**src/rtl/alu_arbiter.sv**
```systemverilog
// ---------------------------------------------------------------------------
// alu_arbiter
//
// Shared front end for the 12-bit ALU datapath. Two requesters hand in
// operand/opcode transactions over valid/ready. One winner is accepted per
// transaction, its payload is captured, a single ALU evaluation is done from
// the captured registers, and the registered result plus flags are returned
// over a response handshake tagged with the requester ID.
//
// Ports:
//   clk                      rising-edge clock
//   rst                      synchronous, active-high reset
//   req0_valid / req1_valid  requester has a transaction pending
//   req0_ready / req1_ready  transaction accepted this cycle (IDLE only)
//   req0_a, req0_b, req0_op  requester 0 operands (12b) and opcode (3b)
//   req1_a, req1_b, req1_op  requester 1 operands (12b) and opcode (3b)
//   rsp_valid / rsp_ready    response handshake
//   rsp_id                   requester that issued the result
//   rsp_z                    12-bit result
//   rsp_carry/sign/ov        carry-or-borrow, sign, signed overflow
//   busy                     high whenever a transaction is in flight
//
// Configuration macro:
//   ALU_ARB_FIXED_PRIO_EN    defined: requester 0 always wins a tie and the
//                            last-grant pointer is removed.
//                            undefined (default): round-robin on ties.
// ---------------------------------------------------------------------------
module alu_arbiter (
    input  logic        clk,
    input  logic        rst,
    input  logic        req0_valid,
    output logic        req0_ready,
    input  logic [11:0] req0_a,
    input  logic [11:0] req0_b,
    input  logic [2:0]  req0_op,
    input  logic        req1_valid,
    output logic        req1_ready,
    input  logic [11:0] req1_a,
    input  logic [11:0] req1_b,
    input  logic [2:0]  req1_op,
    output logic        rsp_valid,
    input  logic        rsp_ready,
    output logic        rsp_id,
    output logic [11:0] rsp_z,
    output logic        rsp_carry,
    output logic        rsp_sign,
    output logic        rsp_ov,
    output logic        busy
);

    typedef enum logic [1:0] {
        IDLE = 2'd0,
        EXEC = 2'd1,
        RESP = 2'd2
    } state_e;

    state_e      state_q, state_d;

    logic [11:0] a_q, b_q;
    logic [2:0]  op_q;
    logic        id_q;

    logic        grant_id;
    logic        accept;

    logic [11:0] alu_z;
    logic        alu_carry;
    logic        alu_ov;
    logic [12:0] sum;
    logic [12:0] diff;
    logic [11:0] neg_a;

    // Winner selection. On a tie the round-robin build favours whichever
    // requester was not granted last; a lone valid requester always wins.
`ifdef ALU_ARB_FIXED_PRIO_EN
    always_comb begin
        grant_id = ~req0_valid;
    end
`else
    logic last_q;

    always_comb begin
        grant_id = 1'b0;
        if (req0_valid && req1_valid) begin
            grant_id = ~last_q;
        end else begin
            grant_id = ~req0_valid;
        end
    end

    // The pointer only moves on an accepted request. It resets to 1 so that
    // requester 0 wins the first tie after reset.
    always_ff @(posedge clk) begin
        if (rst) begin
            last_q <= 1'b1;
        end else if (accept) begin
            last_q <= grant_id;
        end
    end
`endif

    assign accept     = (state_q == IDLE) && (req0_valid || req1_valid);
    assign req0_ready = accept && !grant_id;
    assign req1_ready = accept && grant_id;

    assign busy      = (state_q != IDLE);
    assign rsp_valid = (state_q == RESP);

    // State register.
    always_ff @(posedge clk) begin
        if (rst) begin
            state_q <= IDLE;
        end else begin
            state_q <= state_d;
        end
    end

    // Next-state logic: one cycle to accept, one to evaluate, then hold the
    // response until the consumer takes it. No accept happens in RESP.
    always_comb begin
        state_d = state_q;
        case (state_q)
            IDLE:    if (accept)    state_d = EXEC;
            EXEC:                   state_d = RESP;
            RESP:    if (rsp_ready) state_d = IDLE;
            default:                state_d = IDLE;
        endcase
    end

    // Payload is sampled only in the accept cycle, from the winner.
    always_ff @(posedge clk) begin
        if (rst) begin
            a_q  <= '0;
            b_q  <= '0;
            op_q <= '0;
            id_q <= 1'b0;
        end else if (accept) begin
            a_q  <= grant_id ? req1_a  : req0_a;
            b_q  <= grant_id ? req1_b  : req0_b;
            op_q <= grant_id ? req1_op : req0_op;
            id_q <= grant_id;
        end
    end

    // The 13th bit of the subtraction is the borrow, set exactly when A < B
    // as unsigned numbers.
    assign sum   = {1'b0, a_q} + {1'b0, b_q};
    assign diff  = {1'b0, a_q} - {1'b0, b_q};
    assign neg_a = ~a_q + 12'd1;

    // ALU evaluated only from the captured registers; every flag is derived
    // fresh for each operation.
    always_comb begin
        alu_z     = '0;
        alu_carry = 1'b0;
        alu_ov    = 1'b0;
        case (op_q)
            3'd0: begin
                // Negating 0x800 wraps back to 0x800, which is the overflow case.
                alu_z  = a_q[11] ? neg_a : a_q;
                alu_ov = (a_q == 12'h800);
            end
            3'd1: alu_z = {b_q[10:0], 1'b0};
            3'd2: alu_z = a_q & b_q;
            3'd3: alu_z = a_q | b_q;
            3'd4: alu_z = a_q ^ b_q;
            3'd5: alu_z = ~a_q;
            3'd6: begin
                alu_z     = sum[11:0];
                alu_carry = sum[12];
                alu_ov    = (a_q[11] == b_q[11]) && (sum[11] != a_q[11]);
            end
            3'd7: begin
                alu_z     = diff[11:0];
                alu_carry = diff[12];
                alu_ov    = (a_q[11] != b_q[11]) && (diff[11] != a_q[11]);
            end
            default: ;
        endcase
    end

    // Response registers load at the end of EXEC and then stay put through
    // RESP, so the consumer sees stable values however long it stalls.
    always_ff @(posedge clk) begin
        if (rst) begin
            rsp_id    <= 1'b0;
            rsp_z     <= '0;
            rsp_carry <= 1'b0;
            rsp_sign  <= 1'b0;
            rsp_ov    <= 1'b0;
        end else if (state_q == EXEC) begin
            rsp_id    <= id_q;
            rsp_z     <= alu_z;
            rsp_carry <= alu_carry;
            rsp_sign  <= alu_z[11];
            rsp_ov    <= alu_ov;
        end
    end

endmodule

```
**config.mk**
```make
export PLATFORM = sky130hd
export DESIGN_NAME = alu_arbiter
export DESIGN_NICKNAME = d
export VERILOG_FILES = /design/src/rtl/alu_arbiter.sv
export SDC_FILE = /design/constraint.sdc
export NUM_CORES = 1
export LEC_CHECK = 0
export BUFFER_PORTS_ARGS = -buffer_cell sky130_fd_sc_hd__buf_2
export CAP_MARGIN = 10
export CORE_MARGIN = 5
export CORE_UTILIZATION = 35
export DETAILED_ROUTE_END_ITERATION = 8
export GPL_TIMING_DRIVEN = 0
export PLACE_DENSITY_LB_ADDON = 0.05
export REMOVE_ABC_BUFFERS = 1
export SKIP_CTS_REPAIR_TIMING = 1
export SYNTH_ARGS = -nofsm -noshare
export SYNTH_HDL_FRONTEND = slang
export SYNTH_SLANG_ARGS = --single-unit
```
**constraint.sdc**
```tcl
create_clock -name clk -period 3.1 [get_ports clk]
set_clock_uncertainty 0.15 [all_clocks]
set_input_delay 0.62 -clock clk [delete_from_list [all_inputs] [get_ports clk]]
set_output_delay 0.62 -clock clk [all_outputs]
set_load 0.02 [all_outputs]
```
==> key figures, run 1 <==
Route
  • Starting DRT DRC Count: roughly 390
  • Total Routed Length: about 13000 µm
  • Routed wire per std cell: about 18 µm
  • # DRC: 0
  • Via count: a little over 4000
  • Antenna Nets Post-Route: 0
  • Drt via density: ~5.7
  • Drt pass-1 iters: 8

Placement
  • Worst slack, placed: -0.0628 ns
  • Placed cells: just over 700
  • Gp weighted congestion: approximately 0.83
  • Post-DP Area: about 4600 µm²
  • HPWL Detailed: 9730 µm
  • I/O Buffers: about 80

Global routing
  • Global-route wire length before repair: ~21000 µm
  • Initial antenna violation count: 0
  • Grt ovf: 0
  • Overall Global Routing Usage: a little under a fifth
  • Vias in the first global route: slightly below 4000
  • Largest net degree at the start of global routing: 48

STA
  • Final hold violation count: 0
  • Max-slew headroom at the worst pin: between 10% and 20%
  • Final setup fails: 0
  • Slew Limit Fails: 0
  • Setup_tns: 0 ns
  • Slew @ Worst Pin: around 1.2 ns
  • RSZ-0062 raised after global routing: no
  • PnR worst setup slack: around 0.16 ns
  • Max frequency: between 300 and 400 MHz
  • Fin crit period: 2.94 ns
  • Tcrit/Tclk final: 94.7%
  • Hold WS: 0.307 ns

Finish
  • Ant diodes: 0
  • Post-Layout Cell Count: about 700
  • Area Overhead vs Synth: 17.5%
  • Nets: slightly below 700
  • Layout cell share with drive strength beyond 1: roughly 19%
  • Post-route cell area: 4770 µm²
  • Fillers: 1193
  • Finished Core Util: around two fifths

Pwr
  • Power consumption: roughly 2.2 mW
  • Leak: approximately 1.9 nW
  • Power per Cell Area: 463 nW/µm²
  • Peak VDD IR: between 200 and 300 µV

Yosys
  • Top FF cell, synth: dfxtp_1
  • EDFF count, synth: 0
  • Register area share after synthesis: between 20% and 30%
  • Synth Register Bits: 46
  • Syn Area/Cell: 7.67 µm²
  • Most frequent cell after synthesis: nor2_1
  • Top cells by area, synth: dfxtp_1, ha_1, a222oi_1
  • Mapped Area: 4060 µm²
  • Synth warn: 0
  • Synth unique cells: 64
  • Synth top cells by count: nor2_1, dfxtp_1, ha_1
  • Synth area leader: dfxtp_1
  • Async set or reset register ratio after synthesis: 0%
  • Cells after synthesis: about 530
  • Share of the synthesized area in the top cell type: between 20% and 30%

Setup path
  • Slowest cell on crit path: dfxtp_1
  • Crit path max-delay family: compound AO/OA/AOI/OAI gates
  • CP cell instances: inv_1 -> ha_2 -> nor2_1 -> a211oi_2 -> nor2_1 -> or2_2 -> nor3_1 -> a2111oi_2 -> a311oi_1
  • Nature of the critical path startpoint: register
  • Worst endpoint required time: about 3.2 ns
  • Setup CP Type: reg -> reg
  • Max FO, Critical Path: 10
  • CP Buf/Inv Count: 1
  • Largest stage delay, worst path: approximately 0.52 ns
  • Crit. End Element: register
  • CP dominant cell by count: nor2_1
  • Critical path arrival: between 2 and 3 ns

Hold path
  • Hold Path Class: reg -> reg

Outcome
  • Status: completed

Clocking
  • TritonCTS clock tree: built
  • Worst skew pair latency: approximately 0.3 ns
  • Clock sinks: between 40 and 50
  • CTS root buffer: clkbuf_16
  • Htree depth: 2
  • Total CTS buffers: 5
  • Clock transition at the registers of the reported paths: around 0.070 ns
  • Clock tree buffer depth: 2

Run
  • Maxcap violations: 0

Floorplan
  • Die Area: about 14000 µm²
  • Area of the core: approximately 11000 µm²
  • Die Y: 118 µm
  • Ports: 79
  • # rows: 39
  • Die width: roughly 120 µm
  • Starting Density: roughly 36%
power breakdown:
part / switching (mW) / internal (mW)
Clock: 0.243 / 0.294
Sequential: 0.0908 / 0.649
Combinational: 0.549 / 0.383
Total: 0.883 / 1.33
worst register-to-register path: cells and delay by family (launching register included):
| family | cells | cell delay [ns] |
|---|---|---|
| AO/OA/AOI/OAI | 3 | 0.78 |
| buffers and inverters | 1 | 0.17 |
| AND/OR/NAND/NOR | 4 | 0.76 |
| flip-flops | 1 | 0.52 |
| adder cells (fa/ha/maj) | 1 | 0.46 |
final timing paths:
kind                from  endpoint  slack, ns  cells past startpoint
setup / recovery  a_q[3]  rsp_z[6]       0.16                      9
hold / removal      id_q    rsp_id       0.31                      2
setup reg to reg  a_q[3]  rsp_z[6]       0.16                      9
hold reg to reg     id_q    rsp_id       0.31                      2
final cells by class:
type                            instances  area, µm²  area share (%)
Clock inverter                          2       15.0           0.315
Tap cell                              143        179            3.75
Clock buffer                            5        125            2.62
Multi-Input combinational cell        405       2840            59.6
Sequential cell                        46        921            19.3
Timing Repair Buffer                   85        551            11.5
Inverter                               35        135            2.83
layout by cell type (no fill, tap or decap), types with 4 or more instances in the layout:
master,instances
buf_2,78
nor2_1,71
dfxtp_1,46
ha_1,39
nand2_1,38
inv_1,34
a21oi_1,31
a222oi_1,27
o21ai_0,25
nand3_1,14
nor2b_1,11
a31oi_1,10
nor3_1,9
xnor2_1,9
nand2b_1,8
a22oi_1,8
o21bai_1,7
xor2_1,7
a311oi_1,6
o211ai_1,6
o2111ai_1,5
clkbuf_16,5
buf_16,5
and3_1,4
sequential cells by signal (all words and copies together), names as in the netlist, 2 cells and up:
| name | cells |
|---|---|
| rsp_z | 12 |
| b_q | 12 |
| a_q | 12 |
| state_q | 2 |
| op_q | 3 |
routing by layer:
metal  GRT usage, %  up-vias  wire length [µm]
met5              0        -                 0
met4           3.87        0                84
met3           2.93        5               657
met2           27.5      134              5640
met1           28.0     1922              6570
li1               -     2039                 -
kinds of logic (layout without fill, tap and decap cells):
group	after synthesis	in the layout	synth area share, %
flops	46	46	22.7
simple gates	176	176	20.2
compound gates	166	166	30.7
fa+ha+maj	43	43	13.6
buf+inv	78	127	8.05
xor+xnor	16	16	3.45
mux	4	4	1.29
(Power assumes the default switching activity.)
==> run 2: changes to the inputs <==
Settings changed: CELL_PAD_IN_SITES_DETAIL_PLACEMENT from default to 1, CELL_PAD_IN_SITES_GLOBAL_PLACEMENT from default to 1.
==> key figures, run 2 (same netlist as run 1, synthesis figures left out) <==
Outcome
  • Status: completed

Finish
  • Post-Layout Cell Count: around 720
  • Multi-input combinational cell area: approximately 2800 µm²
  • Most frequent cells in the layout: buf_2, nor2_1, dfxtp_1
  • Finished Core Util: 42.0%
  • Most common cell after layout, fill and taps aside: buf_2
  • Flip-flop and latch area: 927 µm²
  • Ant diodes: 0
  • Area Overhead vs Synth: 17.8%
  • Nets: about 680
  • Layout cell share with drive strength beyond 1: 20.9%
  • Biggest regs: a_q: 12 flops, b_q: 12 flops, rsp_z: 12 flops
  • Fillers: 1428

Floorplan
  • Die width: between 100 and 150 µm
  • Die Y: 118 µm
  • # rows: 39
  • Ports: 79
  • Area of the core: ~11000 µm²
  • Starting Density: roughly 36%
  • Die Area: roughly 14000 µm²

Clocking
  • Clock sinks: 46
  • Htree depth: 2
  • TritonCTS clock tree: built
  • Clock transition at the registers of the reported paths: 0.07 ns
  • Worst skew pair latency: roughly 0.30 ns
  • Total CTS buffers: 5
  • Clock tree buffer depth: 2
  • CTS root buffer: clkbuf_16

Route
  • Via count: around 4200
  • Total Routed Length: between 10000 and 15000 µm
  • Drt pass-1 iters: 6
  • # DRC: 0
  • Routed wire per std cell: 19.4 µm
  • Starting DRT DRC Count: 284
  • Drt via density: just under 6
  • Antenna Nets Post-Route: 0

STA
  • Fin crit period: between 2 and 3 ns
  • RSZ-0062 raised after global routing: no
  • Slew Limit Fails: 0
  • Setup_tns: 0 ns
  • Tcrit/Tclk final: 94.6%
  • Final hold violation count: 0
  • Slew @ Worst Pin: about 1.3 ns
  • Final setup fails: 0
  • Max frequency: around 340 MHz
  • Max-slew headroom at the worst pin: about an eighth

Setup path
  • Max FO, Critical Path: 30
  • Worst endpoint required time: about 2.3 ns
  • Setup CP Type: reg -> out
  • Nature of the critical path startpoint: register
  • Critical path arrival: between 2 and 2.5 ns
  • Crit. End Element: primary output

Placement
  • Placed cells: just over 700
  • I/O Buffers: 78
  • Gp weighted congestion: roughly 0.84
  • HPWL Detailed: approximately 11000 µm

Global routing
  • Grt ovf: 0
  • Overall Global Routing Usage: between 10% and 20%
  • Global-route wire length before repair: around 23000 µm
  • Vias in the first global route: ~4300
  • Largest net degree at the start of global routing: 48
  • Initial antenna violation count: 0

Pwr
  • Leak: between 1.5 and 2 nW
  • Power per Cell Area: 476 nW/µm²
  • Peak VDD IR: 233 µV

Run
  • Maxcap violations: 0

Hold path
  • Hold Path Class: reg -> reg
[run 2: final timing paths]
path	from	end	slack [ns]	depth (start not counted)
worst max-delay path	state_q[1]	req1_ready	0.17	3
worst min-delay path	id_q	rsp_id	0.31	2
worst max register to register	a_q[0]	rsp_z[6]	0.23	10
worst min register to register	id_q	rsp_id	0.31	2
[run 2: critical path: stages, from the launching register on]
cell and delay (ns):
dfxtp_1 0.33, nor2_1 0.23, and3_1 0.97, buf_2 0.32
[run 2: power by group]
| group | leakage (nW) | internal (mW) | switching (mW) |
|---|---|---|---|
| registers | 0.380 | 0.650 | 0.0922 |
| clock network | 0.0746 | 0.304 | 0.273 |
| logic | 1.49 | 0.387 | 0.568 |
[run 2: metrics by stage]
| stage | hold WS, ns | setup slack, ns | power, mW | area [µm²] |
|---|---|---|---|---|
| floorplan | 0.276 | 0.348 | 1.34 | 3860 |
| global placement | 0.300 | -0.857 | 1.62 | 4430 |
| detailed placement | 0.303 | -0.150 | 1.68 | 4580 |
| CTS | 0.312 | -0.194 | 2.26 | 4730 |
| global route | 0.348 | 0.00500 | 2.43 | 4780 |
| finish | 0.308 | 0.167 | 2.28 | 4780 |
[run 2: final cells by class]
| type | instances | share of cell area (%) |
|---|---|---|
| multi-input cells | 405 | 59.5 |
| clock buffers | 5 | 2.62 |
| repair buffers | 86 | 11.4 |
| flip-flops and latches | 46 | 19.4 |
| well taps | 143 | 3.74 |
| inverters | 35 | 2.83 |
| clock inverters | 3 | 0.471 |
[run 2: per-layer routing]
layer  track usage (%)  up-vias  share of wire, %
li1                  -     2040                 -
met1              29.2     2062                50
met2              30.7       97                45
met3              3.08       10               4.5
met4              3.66        0              0.81
met5                 0        -                 0
